File: src/rtl/niu32_mem_arbiter.sv
// niu32_mem_arbiter: shares one memory port between fetch (IF) and load/store (LS) with WAIT_CYCLES wait states.
// Define NIU32_ARB_FAIR_EN for alternating priority on conflicts; otherwise LS always wins.
module niu32_mem_arbiter #(
    parameter int WORD_SIZE   = 32,
    parameter int WAIT_CYCLES = 1
) (
    input  logic                 i_clk,
    input  logic                 i_reset,
    input  logic                 i_if_req,
    input  logic [WORD_SIZE-1:0] i_if_addr,
    output logic                 o_if_gnt,
    output logic                 o_if_done,
    output logic                 o_if_err,
    input  logic                 i_ls_req,
    input  logic                 i_ls_we,
    input  logic [WORD_SIZE-1:0] i_ls_addr,
    input  logic [WORD_SIZE-1:0] i_ls_wdata,
    output logic                 o_ls_gnt,
    output logic                 o_ls_done,
    output logic                 o_ls_err,
    output logic [WORD_SIZE-1:0] o_rdata,
    output logic                 o_mem_en,
    output logic                 o_mem_we,
    output logic [WORD_SIZE-1:0] o_mem_addr,
    output logic [WORD_SIZE-1:0] o_mem_wdata,
    input  logic [WORD_SIZE-1:0] i_mem_rdata
);
    typedef enum logic [1:0] {S_IDLE, S_ACCESS, S_DONE} state_t;

    state_t                 r_state, w_next;
    logic   [3:0]           r_cnt;
    logic                   r_sel;
    logic                   r_we;
    logic                   r_err;
    logic   [WORD_SIZE-1:0] r_addr;
    logic   [WORD_SIZE-1:0] r_wdata;
    logic   [WORD_SIZE-1:0] r_rdata;
    logic                   w_ls_prio;
    logic                   w_any;
    logic                   w_pick_ls;
    logic   [WORD_SIZE-1:0] w_addr;
    logic                   w_mis;

`ifdef NIU32_ARB_FAIR_EN
    logic r_last;
    always_ff @(posedge i_clk or posedge i_reset) begin
        if (i_reset)
            r_last <= 1'b0;
        else if (r_state == S_DONE)
            r_last <= r_sel;
    end
    assign w_ls_prio = ~r_last;
`else
    assign w_ls_prio = 1'b1;
`endif

    assign w_any     = i_if_req | i_ls_req;
    assign w_pick_ls = i_ls_req & (~i_if_req | w_ls_prio);
    assign w_addr    = w_pick_ls ? i_ls_addr : i_if_addr;
    assign w_mis     = |w_addr[1:0];

    always_ff @(posedge i_clk or posedge i_reset) begin
        if (i_reset)
            r_state <= S_IDLE;
        else
            r_state <= w_next;
    end

    always_comb begin
        w_next = (r_state == S_IDLE)   ? (w_any ? (w_mis ? S_DONE : S_ACCESS) : S_IDLE) :
                 (r_state == S_ACCESS) ? ((r_cnt == 4'd0) ? S_DONE : S_ACCESS) : S_IDLE;
    end

    always_ff @(posedge i_clk or posedge i_reset) begin
        if (i_reset) begin
            r_cnt   <= '0;
            r_sel   <= 1'b0;
            r_we    <= 1'b0;
            r_err   <= 1'b0;
            r_addr  <= '0;
            r_wdata <= '0;
            r_rdata <= '0;
        end else if (r_state == S_IDLE && w_any) begin
            r_cnt   <= 4'(WAIT_CYCLES - 1);
            r_sel   <= w_pick_ls;
            r_we    <= w_pick_ls & i_ls_we;
            r_err   <= w_mis;
            r_addr  <= w_addr;
            r_wdata <= w_pick_ls ? i_ls_wdata : '0;
        end else if (r_state == S_ACCESS) begin
            if (r_cnt != 4'd0)
                r_cnt <= r_cnt - 4'd1;
            else if (!r_we)
                r_rdata <= i_mem_rdata;
        end
    end

    // Outputs decode only registered state, so no input reaches an output combinationally.
    always_comb begin
        o_if_gnt    = (r_state == S_ACCESS) & ~r_sel;
        o_ls_gnt    = (r_state == S_ACCESS) & r_sel;
        o_if_done   = (r_state == S_DONE) & ~r_sel;
        o_ls_done   = (r_state == S_DONE) & r_sel;
        o_if_err    = o_if_done & r_err;
        o_ls_err    = o_ls_done & r_err;
        o_mem_en    = (r_state == S_ACCESS);
        o_mem_we    = o_mem_en & r_we;
        o_mem_addr  = o_mem_en ? r_addr : '0;
        o_mem_wdata = o_mem_en ? r_wdata : '0;
        o_rdata     = r_rdata;
    end
endmodule

File: config.mk
export PLATFORM = sky130hd
export DESIGN_NAME = niu32_mem_arbiter
export DESIGN_NICKNAME = d
export VERILOG_FILES = /design/src/rtl/niu32_mem_arbiter.sv
export SDC_FILE = /design/constraint.sdc
export NUM_CORES = 1
export LEC_CHECK = 0
export BUFFER_PORTS_ARGS = -buffer_cell sky130_fd_sc_hd__buf_2
export CORE_ASPECT_RATIO = 1.25
export CORE_MARGIN = 2
export CORE_UTILIZATION = 43
export CTS_BUF_LIST = sky130_fd_sc_hd__clkbuf_2
export DETAILED_ROUTE_END_ITERATION = 7
export PLACE_DENSITY = 0.79
export SKIP_CTS_REPAIR_TIMING = 1
export SLEW_MARGIN = 10
export SYNTH_ARGS = -nofsm -noshare
export SYNTH_HDL_FRONTEND = slang
export SYNTH_SLANG_ARGS = --single-unit
File: constraint.sdc
create_clock -name i_clk -period 2.96 [get_ports i_clk]
set_input_delay 0.296 -clock i_clk [delete_from_list [all_inputs] [get_ports i_clk]]
set_output_delay 0.296 -clock i_clk [all_outputs]
set_load 0.03 [all_outputs]
---- After elaboration in Yosys (flattened, before gate mapping) ----
Cells that the tools add are included.
storage, ports and cells
  register bits ........................... 105
  bits of input ports ..................... 133
  output and inout port bits .............. 104
  logic and storage cells ................. 45
operators by class
  add/sub/neg operators ................... 1
  equality and inequality tests ........... 2
  muxes and demuxes ....................... 12
  bitwise operators ....................... 13
  reductions and logical operators ........ 9
operators by type and width
  operator                                             count
  2-to-1 mux 32 bit                                    4
  2-to-1 mux 4 bit                                     3
  2-to-1 mux 2 bit                                     5
  bitwise AND 1 bit                                    8
  logical NOT 4 bit                                    1
  inverter 1 bit                                       4
  AND reduction 4 bit                                  1
  nonzero test 2 bit                                   2
  nonzero test 4 bit                                   1
  subtractor 4 x 1 -> 4 bit, second input constant     1
  equality test 2 x 1 -> 1 bit, second input constant  1
  equality test 2 bit, second input constant           1
  logical NOT 2 bit                                    1
  AND reduction 2 bit                                  1
  OR reduction 2 bit                                   1
  logical AND 1 bit                                    1
  bitwise OR 1 bit                                     1

---- Logic depth before layout (Yosys ltp) ----
  word-level depth ........................ 5
  mapped depth ............................ 7
  mapped depth without buffers ............ 5

---- Worst setup path after synthesis ----
OpenSTA, ideal clock, no wires.
  path type ............................... register to register
  start ................................... reg r_cnt[0]
  end ..................................... reg r_rdata[10] (netlist: o_rdata[10])
  library setup time ...................... 125 ps
  data arrival time ....................... 1962 ps
  required time ........................... 2835 ps
  path slack .............................. 873 ps
  stages on the path, launching flop included .. 8
  buffers on the path ..................... 2
  period minus slack after synthesis ...... 2087 ps
  path through ............................ dfrtp_1 > inv_1 > ha_1 > or3b_4 > or3_1 > buf_6 > buf_12 > mux2_4
on the way
  longest elaborated chain between the ends .. 3
ends and longest elaborated chain
  item                                  line  text
  start: declaration                    31    logic [3:0] r_cnt;
  start signal: assignment              84    r_cnt <= 4'(WAIT_CYCLES - 1);
  start signal: assignment              92    r_cnt <= r_cnt - 4'd1;
  nonzero test 4 bit                    91    if (r_cnt != 4'd0)
  inverter 1 bit (no source line)       n/a
  AND reduction 4 bit (no source line)  n/a
  end signal: assignment                94    r_rdata <= i_mem_rdata;
  end: declaration                      37    logic [WORD_SIZE-1:0] r_rdata;
No other way between the ends.
A chain may end at the register's enable or synchronous reset.

---- Worst setup path in the final report ----
  start ................................... reg r_state[1]
  end ..................................... out o_mem_addr[30]
on the way
  longest elaborated chain between the ends .. 2
ends and longest elaborated chain
  item                          line  text
  start: declaration            30    state_t r_state, w_next;
  start signal: assignment      66    r_state <= w_next;
  equality test 2 x 1 -> 1 bit  106   o_mem_en = (r_state == S_ACCESS);
  2-to-1 mux 32 bit             108   o_mem_addr = o_mem_en ? r_addr : '0;
  end: declaration              24    output logic [WORD_SIZE-1:0] o_mem_addr,
No other way between the ends.

==> impl_metrics.json <==
{
  "run_status": "completed",
  "combPwrFrac": 0.417,
  "area_growth_syn_to_layout_pct": 42.04,
  "synth-seq-area-share": 0.5318,
  "syn-instance-count": 368,
  "power.share.clock": 0.131,
  "setup_viol": 0,
  "min-delay-start": "i_if_addr[2]",
  "grt_use_total": 0.1758,
  "wire_per_inst_um": 16.32,
  "vias_in_the_first_global_route": 3554,
  "drt_pre_antenna_iters": 4,
  "pre_cts_ws_ns": 0.5678,
  "buffer_ports.inserted": 236,
  "netSwitchingFraction": 0.3788,
  "cp.required_ns": 2.66,
  "wl_mm": 13.12,
  "clock_sink_count": 105,
  "synth_edf_count": 0,
  "crit_fanout": 73,
  "cp-start-kind": "register",
  "area_of_the_multi_input_gates_um2": 2145,
  "final-hold-violation-count": 0,
  "ys_seq_elements": 105,
  "grt_antenna_before_repair": 0,
  "worst_setup_path_end_kind": "output port",
  "critPathBufInv": 3,
  "ys_top_cells_by_area": "dfrtp_1 53%, mux2_2 15%, mux2_4 9.1%",
  "final_core_utilization": 0.6302,
  "drt_iter0_markers": 106,
  "unrepaired_setup_endpoints_after_global_routing": "false",
  "r2r_depth": 6,
  "cts_root_buf": "clkbuf_2",
  "post-route-period-util": 0.8781,
  "num_vias": 4013,
  "reg2reg_setup_slack_ns": 0.51,
  "nNetsFinal": 797,
  "yosys_most_used_dff": "dfrtp_1",
  "worst_ir_drop_vdd_v": 0.0003723,
  "hold_path_class": "input pin to register",
  "nFillCells": 834,
  "yosysTopAreaCellShare": 0.5318,
  "min_tclk_post_route_ns": 2.599,
  "critical_path.cell_chain": "nand2b_1 -> clkinv_1 -> buf_4 -> and2_1 -> buf_2",
  "slew_headroom": 0.4730,
  "synth.cell_area_um2": 4941,
  "clock_skew_ns": 0.03214,
  "tritoncts.num_buffers": 9,
  "drive_gt1_frac": 0.5434,
  "detailed_place.area_um2": 6237,
  "critical-path-slowest-cell": "dfrtp_1",
  "power.share.sequential": 0.451,
  "synthMostInstantiatedCell": "dfrtp_1",
  "hold_path_stages": 3,
  "fp.coreArea_um2": 11140,
  "dp.final_hpwl_mm": 8.518,
  "clkSlewWorstSetupHoldPaths_ns": 0.29,
  "p_leak_nw": 3.680,
  "vias_per_std_cell": 4.991,
  "row_count": 43,
  "timing.setup.tns_ns": 0,
  "die_width_um": 99.88,
  "cts-htree-levels": 3,
  "arrival_time_reported_for_the_critical_path_endpoint_ns": 2.30,
  "finalWorstSetupSlack_ns": 0.3609,
  "cts-root-to-sink-buffers": 2,
  "clkLatencyLatePin_ns": 0.55,
  "timing.hold.worst_endpoint": "r_addr[2]$_DFFE_PP0P_",
  "r2r_end": "o_rdata[11]$_DFFE_PP0P_",
  "synth_warnings": 0,
  "cts_tree": "built",
  "critPathTopFamily": "buffers and inverters",
  "yosys.area.top_type": "dfrtp_1",
  "slew_viol_final": 0,
  "route.detailed.drc": 0,
  "die-area_um2": 12370,
  "async_reset_ff_frac": 1.000,
  "rr_startpoint": "r_cnt[0]$_DFFE_PP0P_",
  "detail-route-antenna-nets": 0,
  "syn_nets": 502,
  "slowest_delay_ns": 0.53,
  "synth_area_per_inst_um2": 13.43,
  "internal_power_w": 0.003129,
  "netlist-cell-type-count": 32,
  "pin_count_of_the_biggest_net_entering_global_routing": 74,
  "floorplan.initialDensity": 0.4437,
  "worst-setup-path-type": "register to output port",
  "max_freq_ghz": 0.3847,
  "regArea_um2": 2628,
  "post-layout-total-power_w": 0.005037,
  "max_cap_viol_count": 0,
  "finalInstanceArea_um2": 7018,
  "synth_commonest_cells": "105 x dfrtp_1, 68 x and2_1, 67 x mux2_2",
  "die_height_um": 123.8,
  "power_per_cell_area_nw_per_um2": 717.8,
  "grt_overflow_total": 0,
  "p_switching_w": 0.001908,
  "worst_pin_slew_ns": 0.7889,
  "number_of_ports_placed_on_the_die_boundary": 237,
  "place.gp.congestion": 0.7408,
  "grt_pass1_wl_mm": 17.11
}
## final cells by class
type	count	area share
clock inverter	6	0.009627
antenna	1	0.0003566
timing repair buffer	311	0.2756
clock buffer	10	0.007131
multi-input combinational	231	0.3056
sequential	105	0.3744
tap	135	0.02407
inverter	5	0.003209
## registers in the layout, summed over array words and instances, names as in the netlist
| signal | cells |
|---|---|
| o_rdata | 32 |
| r_addr | 32 |
| r_cnt | 4 |
| r_err | 1 |
| r_sel | 1 |
| r_state | 2 |
| r_wdata | 32 |
| r_we | 1 |
## worst register-to-register path: cells and delay by family, from the launching register on
| family | cells | cell delay, ns |
|---|---|---|
| simple gates | 2 | 0.88 |
| flops | 1 | 0.48 |
| buf+inv | 2 | 0.39 |
| mux | 1 | 0.37 |
| fa+ha+maj | 1 | 0.23 |
## cells in the final DEF, fill, tap and decap left out, types with 2 or more instances in the layout
cell,synthesis,layout
mux2_2,67,67
dlygate4sd3_1,0,66
buf_12,3,2
a21oi_1,3,3
nor2_1,5,5
dfrtp_1,105,105
a22o_1,33,33
inv_1,4,3
and2_1,68,68
nand2_1,2,2
clkinv_2,0,2
buf_4,0,7
clkbuf_2,0,10
mux2_4,30,30
nor3_1,3,3
o21ai_0,3,3
clkinvlp_4,0,2
buf_2,4,236
## power groups by stage
| stage | registers, W | logic (W) | clock network [W] |
|---|---|---|---|
| after floorplan | 0.00265 | 0.00103 | 0 |
| after global placement | 0.00226 | 0.00197 | 0 |
| after detailed placement | 0.00228 | 0.00203 | 0 |
| after CTS | 0.00226 | 0.00202 | 0.000698 |
| after global routing | 0.00233 | 0.00222 | 0.000746 |
| final | 0.00227 | 0.00210 | 0.000662 |
## per-layer routing
metal	global-route usage	up-vias	routed length, um
met5	0	-	0
met4	0.06079	0	354
met3	0.03199	27	645
met2	0.3087	151	7194
met1	0.2186	1956	4928
li1	-	1879	-
## per-stage QoR
| step | hold slack, ns | cells |
|---|---|---|
| 2_1_floorplan | 0.4287 | 368 |
| 3_3_place_gp | 0.4514 | 721 |
| 3_5_place_dp | 0.4757 | 721 |
| 4_1_cts | -0.2100 | 737 |
| 5_1_grt | 0.03092 | 803 |
| 6_report | 0.08465 | 804 |
## kinds of logic after synthesis
logic type | after synthesis | share of synthesized area
and+or+nand+nor | 88 | 0.1102
adders and majority gates | 1 | 0.002532
AOI/OAI and AO/OA | 44 | 0.07293
buffers and inverters | 32 | 0.03672
DFF | 105 | 0.5318
muxes | 98 | 0.2459
## worst max-delay path by stage
stage	start	end	slack, ns	depth (start not counted)
5_1_grt	r_state[1]$_DFF_PP0_	o_mem_wdata[9]	0.15	5
4_1_cts	r_state[1]$_DFF_PP0_	o_mem_addr[30]	0.30	5
2_1_floorplan	r_cnt[0]$_DFFE_PP0P_	o_rdata[10]$_DFFE_PP0P_	0.87	7
3_5_place_dp	r_cnt[0]$_DFFE_PP0P_	o_rdata[10]$_DFFE_PP0P_	0.57	6
3_3_place_gp	r_cnt[0]$_DFFE_PP0P_	o_rdata[14]$_DFFE_PP0P_	0.66	6
6_report	r_state[1]$_DFF_PP0_	o_mem_addr[30]	0.36	5
No activity file was read; power rests on OpenSTA's default activity.
